`config.mk`:
```
export PLATFORM = sky130hd
export DESIGN_NAME = reg_read_sequencer
export DESIGN_NICKNAME = d
export VERILOG_FILES = /design/src/rtl/reg_read_sequencer.sv
export SDC_FILE = /design/constraint.sdc
export NUM_CORES = 1
export LEC_CHECK = 0
export CAP_MARGIN = 20
export CORE_MARGIN = 5
export CORE_UTILIZATION = 41
export CTS_CLUSTER_DIAMETER = 80
export DETAILED_ROUTE_END_ITERATION = 16
export GPL_ROUTABILITY_DRIVEN = 0
export PLACE_DENSITY = 0.79
export RECOVER_POWER = 100
export SKIP_LAST_GASP = 1
export SYNTH_ARGS = -nofsm -noshare
export SYNTH_HDL_FRONTEND = slang
export SYNTH_SLANG_ARGS = --single-unit
export TNS_END_PERCENT = 100
```
`constraint.sdc`:
```
create_clock -name clk -period 1.3 [get_ports clk]
set_input_delay 0.195 -clock clk [delete_from_list [all_inputs] [get_ports clk]]
set_output_delay 0.195 -clock clk [all_outputs]
set_load 0.01 [all_outputs]
```
`src/rtl/reg_read_sequencer.sv`:
```
// Operand fetch sequencer: turns a decoded read-select code into one or two
// single-port register file reads and hands both operands over valid/ready.
module reg_read_sequencer #(
  parameter int ADDR_W = 5,
  parameter int DATA_W = 32
) (
  input  logic              clk,
  input  logic              rst,
  input  logic              in_valid,
  output logic              in_ready,
  input  logic [1:0]        in_rsel,
  input  logic [ADDR_W-1:0] in_r2_addr,
  input  logic [ADDR_W-1:0] in_r3_addr,
  output logic              rf_ren,
  output logic [ADDR_W-1:0] rf_addr,
  input  logic [DATA_W-1:0] rf_rdata,
  output logic              out_valid,
  input  logic              out_ready,
  output logic [DATA_W-1:0] out_op2,
  output logic [DATA_W-1:0] out_op3
);

  typedef enum logic [2:0] {IDLE, ISSUE_R2, ISSUE_R3, CAPTURE, DONE} state_t;
  typedef enum logic [1:0] {TAG_NONE, TAG_R2, TAG_R3} tag_t;

  state_t            state;
  tag_t              pend;
  logic [1:0]        rsel_q;
  logic [ADDR_W-1:0] r3_q;

  assign in_ready = (state == IDLE) && !rst;

  // rf_ren/rf_addr are registered one state ahead so they are high exactly
  // during the ISSUE_* cycles; the tag then marks the following cycle's rdata.
  always_ff @(posedge clk) begin
    if (rst) begin
      state     <= IDLE;
      pend      <= TAG_NONE;
      rsel_q    <= '0;
      r3_q      <= '0;
      rf_ren    <= 1'b0;
      rf_addr   <= '0;
      out_valid <= 1'b0;
      out_op2   <= '0;
      out_op3   <= '0;
    end else begin
      case (pend)
        TAG_R2:  out_op2 <= rf_rdata;
        TAG_R3:  out_op3 <= rf_rdata;
        default: ;
      endcase
      pend    <= TAG_NONE;
      rf_ren  <= 1'b0;
      rf_addr <= '0;
      case (state)
        IDLE: if (in_valid) begin
          rsel_q  <= in_rsel;
          r3_q    <= in_r3_addr;
          out_op2 <= '0;
          out_op3 <= '0;
          case (in_rsel)
            2'b11, 2'b10: begin
              state   <= ISSUE_R2;
              rf_ren  <= 1'b1;
              rf_addr <= in_r2_addr;
            end
            2'b01: begin
              state   <= ISSUE_R3;
              rf_ren  <= 1'b1;
              rf_addr <= in_r3_addr;
            end
            default: begin
              state     <= DONE;
              out_valid <= 1'b1;
            end
          endcase
        end
        ISSUE_R2: begin
          pend <= TAG_R2;
          if (rsel_q == 2'b11) begin
            state   <= ISSUE_R3;
            rf_ren  <= 1'b1;
            rf_addr <= r3_q;
          end else begin
            state <= CAPTURE;
          end
        end
        ISSUE_R3: begin
          pend  <= TAG_R3;
          state <= CAPTURE;
        end
        CAPTURE: begin
          state     <= DONE;
          out_valid <= 1'b1;
        end
        DONE: if (out_ready) begin
          state     <= IDLE;
          out_valid <= 1'b0;
        end
        default: state <= IDLE;
      endcase
    end
  end

endmodule

```
==> results of run 1 <==
==> final timing paths <==
kind | to | slack (ns) | cells past startpoint | from
max | rf_ren | -0.20 | 6 | state[2]
min | out_op2[2] | 0.44 | 3 | rf_rdata[2]
max reg2reg | rf_ren | -0.20 | 6 | state[2]
min reg2reg | out_op3[26] | 0.46 | 2 | out_op3[26]
==> final cells by class <==
type	count	share of cell area, %
Clock buffer	11	2.97
Clock inverter	5	0.540
Multi-Input combinational cell	259	29.8
Sequential cell	83	32.7
Tap cell	105	2.58
Timing Repair Buffer	156	31.5
==> registers in the layout, indices dropped and copies added (netlist names) <==
register	cells
rf_ren	1
out_valid	1
rsel_q	2
rf_addr	5
state	3
out_op3	32
out_op2	32
pend	2
r3_q	5
==> where the power goes <==
part / switching [mW] / leakage, nW / internal, mW / total, mW
combinational: 0.671 / 1.32 / 0.718 / 1.39
sequential: 0.0903 / 0.673 / 2.67 / 2.76
clock: 0.881 / 0.0949 / 0.785 / 1.67
total: 1.64 / 2.09 / 4.18 / 5.82
==> cell families after synthesis <==
logic type | Yosys count | share of synthesized area (%)
compound gates | 85 | 20.7
mux | 7 | 1.99
buf+inv | 29 | 10.2
flops | 83 | 47.2
simple gates | 167 | 19.8
==> what timing repair did <==
item | 4_1_cts | 5_1_grt
hold buffers | 0 | 0
gates cloned | 2 | 5
pin swaps | 0 | 4
resized for setup | 78 | 12
setup endpoints to repair | 142 | 75
setup buffers | 3 | 4
==> per-stage QoR <==
step           instance area, sq um  hold WS (ns)
2_1_floorplan                  3520         0.331
3_3_place_gp                   4730         0.449
3_5_place_dp                   4730         0.450
4_1_cts                        4910         0.414
5_1_grt                        5100         0.425
6_report                       5100         0.437
==> routing by layer <==
layer / global-route usage (%) / vias up
li1: - / 1497
met1: 21.6 / 1434
met2: 28.8 / 105
met3: 4.13 / 16
met4: 6.46 / 0
met5: 0 / -
==> cells in the final DEF, fill, tap and decap left out, types with 2 or more instances in the layout <==
cell type        netlist  final
buf_4                  0     19
a21oi_1                4      4
nor2b_2                0      2
clkinv_2               0      4
buf_16                 0      2
o21ai_0                7      7
mux2i_1                7      7
or2_4                  1      2
buf_12                 7      8
buf_6                  3      3
a211oi_1               3      3
clkbuf_8               9     11
dlygate4sd2_1          0     71
nand2b_1               2      2
clkdlybuf4s50_1        0     47
a21oi_4                4      4
nor2_1                 9      8
nor3b_1                2      2
clkbuf_16              0      4
a21oi_2               56     56
dfxtp_2                0      3
nand2_1              143    143
dfxtp_1               83     80
a32o_1                 5      5
==> critical path: stages (launching register included) <==
cell	delay (ns)
dfxtp_2	0.32
buf_4	0.15
nor4b_4	0.24
buf_4	0.18
buf_8	0.12
o21ai_0	0.10
a211oi_1	0.29
==> flow_summary_export.csv, run 1 <==
group,metric,value,unit
critical_path,cp.required,1.54,ns
sta,slew_viol_final,0,
placed_design,portBuffers,119,
drt,firstDrtPassIters,4,
drt,wl_met2,4.57,mm
cts,cts_sinks,83,
sta,skew,0.00794,ns
cells_and_area,finalNonFillerCells,619,
synth,ys_warn_count,0,
grt,grt_overflow,0,
cts,cts_root_buf,"clkbuf_8",
drt,wl,9.50,mm
drt,vias,3052,
cells_and_area,fillers,730,
synth,synth-edff-count,0,
sta,final.min_clock_period,1.50,ns
floorplanning,die_width,103,um
floorplanning,num_rows,33,
sta,slew_headroom,75.9,%
synth,synthArstFlopShare,0,%
critical_path,critPathKind,"reg2reg",
critical_path,crit_path_end_kind,"flip-flop",
status,failed_checks,"setup timing",
sta,setup_viol,70,
cells_and_area,multiInputGateArea,1520,sq um
sta,hold_viol,0,
sta,rsz0062_at_grt,"yes",
status,outcome,"finished with violations",
synth,syn_area_per_cell,9.48,sq um
synth,synthFlopType,"dfxtp_1",
drt,wl_per_cell,15.3,um
synth,synth_top_cell_by_area,"dfxtp_1",
floorplanning,core-area,8300,sq um
drt,drc,0,
drt,top_layer_used,"met4",
synth,synthesis.area,3520,sq um
synth,ys_seq_area_share,47.2,%
run,max_cap_violations,0,
drt,route.met3.wl,633,um
cells_and_area,nets,557,
synth,synth_most_common_cell,"nand2_1",
power,leakage,2.09,nW
cells_and_area,post-route-util,61.4,%
synth,synth_cells,371,
floorplanning,die_area,10500,sq um
cells_and_area,drive_gt1_share,24.5,%
power,powerDensity,1140,nW/um^2
placed_design,hpwl,6.42,mm
floorplanning,pin_count,120,
grt,grt_pass1_vias,2992,
cts,clk_latency,0.34,ns
grt,grt_first_pass_wirelength,14.4,mm
cells_and_area,n_antenna_cell,0,
drt,antenna_left,0,
floorplanning,start_util,42.4,%
drt,wl_met1,4.14,mm
cts,cts.path.max_buffers,2,
drt,via_per_inst,4.93,
synth,yosys.area.top_type_share,47.2,%
placed_design,dp_slack,-0.465,ns
cells_and_area,regArea,1670,sq um
cts,cts_tree,"built",
power,power,5.82,mW
cells_and_area,areaGrowthSynthToFinish,44.9,%
critical_path,startpoint_type,"flip-flop",
grt,grt_max_degree,33,
critical_path,worstPathMaxFanout,6,
sta,fin_crit_sh,115,%
cts,clk_pin_slew,0.08,ns
synth,synthTopCellsByCount,"143 x nand2_1, 83 x dfxtp_1, 56 x a21oi_2, 9 x clkbuf_8, 9 x nor2_1",
sta,final.setup.tns,-3.79,ns
worst_hold_path,hold_class,"in2reg",
grt,track_usage,17.3,%
sta,postLayoutSetupSlackWorst,-0.196,ns
floorplanning,die_h,103,um
synth,yosys-top-cells-area,"dfxtp_1 47%, nand2_1 15%, a21oi_2 14%",
synth,synth_cell_types,32,
sta,worst_slew_pin_slew,0.360,ns
synth,ys_seq_elements,83,
critical_path,cp_data_arrival_time,1.74,ns
drt,drt_iter0_markers,68,
power,max-vdd-ir-drop,0.000595,V
synth,synthesis.nets,419,
sta,max_freq,668,MHz
cts,cts_buffers,9,
placed_design,dp_cells,590,
grt,antenna_found_initial,0,
cts,htreeDepth,3,
(Power assumes the default switching activity.)
==> inputs of run 2 (changes only) <==
CORE_UTILIZATION = 45   (was 41)
PLACE_DENSITY = 0.82   (was 0.79)
SETUP_SLACK_MARGIN = 0.2   (was unset)
clock period = 1.7 ns   (was 1.3 ns; I/O delays follow)
==> run 2 against run 1 <==
Compared with the run above:
- via count decreased by 3.4%
- register-to-register slack gained 0.43 ns
- non-clock buffer count down 20
- design area is 11% lower
- worst hold slack gained 0.018 ns
- utilization is 2.1 points lower
- clock skew is 0.0040 ns higher
- the flow now finishes without violations
- final cell count shrank 3.7%
==> flow_summary_export.csv, run 2 (synthesis results as in run 1) <==
group,metric,value,unit
floorplanning,die_h,98.4,um
sta,max_freq,665,MHz
grt,grt_pass1_vias,2912,
worst_hold_path,hold_class,"reg2reg",
status,outcome,"finished clean",
floorplanning,die_width,98.4,um
cts,cts_tree,"built",
grt,grt_first_pass_wirelength,14.1,mm
sta,fin_crit_sh,88.5,%
cells_and_area,post-route-util,59.3,%
critical_path,r2r-end,"out_op3[18]",
drt,drt_iter0_markers,85,
critical_path,cp-endpoint,"rf_addr[1]",
cts,clk_pin_slew,0.08,ns
critical_path,cp.depth,1,
critical_path,startpoint_type,"flip-flop",
cells_and_area,layout_commonest_cell,"nand2_1",
power,powerDensity,941,nW/um^2
sta,slew_headroom,73.9,%
grt,grt_overflow,0,
cells_and_area,n_antenna_cell,0,
sta,slew_viol_final,0,
cells_and_area,final_area,4560,sq um
power,power,4.29,mW
cells_and_area,nets,537,
sta,final.setup.tns,0,ns
grt,grtUsageMet1,22.8,%
drt,wl_per_cell,14.5,um
critical_path,crit_chain,"dlygate4sd3_1",
critical_path,critPathKind,"reg2out",
sta,worst_slew_pin_slew,0.389,ns
sta,whs,0.455,ns
grt,met3_usage,4.43,%
critical_path,crit_path_end_kind,"output pin",
placed_design,dp_cells,580,
critical_path,cp-startpoint,"rf_addr[1]",
cts,cts_sinks,83,
sta,rsz0062_at_grt,"yes",
sta,skew,0.0119,ns
floorplanning,core-area,7690,sq um
cts,cts.path.max_buffers,2,
drt,drc,0,
cells_and_area,mostFrequentLayoutCells,"143 x nand2_1, 82 x dfxtp_1, 58 x a21oi_1, 49 x dlygate4sd2_1, 46 x clkdlybuf4s50_1",
floorplanning,start_util,45.8,%
drt,firstDrtPassIters,4,
grt,met2_usage,29.5,%
cells_and_area,drive_gt1_share,9.11,%
cts,htreeDepth,3,
placed_design,portBuffers,119,
grt,top_usage_layer,"met2",
sta,final.min_clock_period,1.50,ns
cts,cts_hold_buffers,0,
critical_path,cp.required,1.44,ns
critical_path,worstReg2RegStart,"state[2]",
drt,via_per_inst,4.94,
critical_path,rrSetupSlack,0.23,ns
sta,hold_viol,0,
cells_and_area,top_regs,"out_op2: 32 flops, out_op3: 32 flops",
floorplanning,pin_count,120,
critical_path,slowest_stage,"dlygate4sd3_1",
grt,antenna_found_initial,0,
sta,setup_viol,0,
placed_design,hpwl,6.29,mm
floorplanning,die_area,9680,sq um
sta,postLayoutSetupSlackWorst,0.196,ns
floorplanning,num_rows,32,
placed_design,dp_slack,-0.171,ns
cts,cts_buffers,9,
critical_path,rr_worst_depth,5,
cts,cts_root_buf,"clkbuf_8",
cells_and_area,finalNonFillerCells,596,
critical_path,max_stage_delay,0.60,ns
critical_path,cp_data_arrival_time,1.25,ns
grt,track_usage,17.9,%
power,leakage,1.80,nW
power,max-vdd-ir-drop,0.000571,V
critical_path,worstPathMaxFanout,1,
placed_design,dpl_cell_area,4670,sq um
drt,vias,2947,
run,max_cap_violations,0,
drt,antenna_left,0,
grt,grt_max_degree,33,
critical_path,cp_top_family,"buffers and inverters",
cts,clk_latency,0.35,ns
drt,wl,8.65,mm
cells_and_area,areaGrowthSynthToFinish,29.7,%
critical_path,crit_buf_inv,1,
==> run 2: how the worst min path moves through the flow <==
stage                             from           to  cells after the start
after detailed placement   out_op3[25]  out_op3[25]                      2
after floorplan           rf_rdata[25]  out_op3[25]                      2
after CTS                  out_op3[25]  out_op3[25]                      2
final                      out_op3[26]  out_op3[26]                      2
after global routing       out_op2[31]  out_op2[31]                      2
after global placement     out_op3[28]  out_op3[28]                      2
==> run 2: worst register-to-register path, stage by stage (launching register included) <==
cell and delay [ns]:
dfxtp_1 0.32, buf_4 0.16, nor4b_4 0.31, or2_4 0.21
clkbuf_4 0.29, a21oi_1 0.08
==> run 2: cell type report <==
cell class / count / area, sq um
Tap cell: 102 / 128
Timing Repair Buffer: 136 / 1290
Clock buffer: 9 / 124
Fill cell: 771 / 3130
Multi-Input combinational cell: 259 / 1280
Clock inverter: 7 / 76.3
Sequential cell: 83 / 1660
==> run 2: metal layers <==
| layer | wire [um] | vias to the layer above |
|---|---|---|
| met3 | 587 | 7 |
| met2 | 4310 | 114 |
| met1 | 3680 | 1370 |
| met4 | 76 | 0 |
| li1 | - | 1456 |
| met5 | 0 | - |
==> run 2: repair_timing <==
| item | 4_1_cts | 5_1_grt |
|---|---|---|
| gates resized for setup | 54 | 20 |
| setup endpoints to repair | 50 | 21 |
| setup buffers | 0 | 0 |
==> run 2: power breakdown <==
part,internal [mW],switching [mW],total [mW]
Sequential,2.04,0.0753,2.12
Clock,0.689,0.740,1.43
Combinational,0.360,0.388,0.748
Total,3.09,1.20,4.29
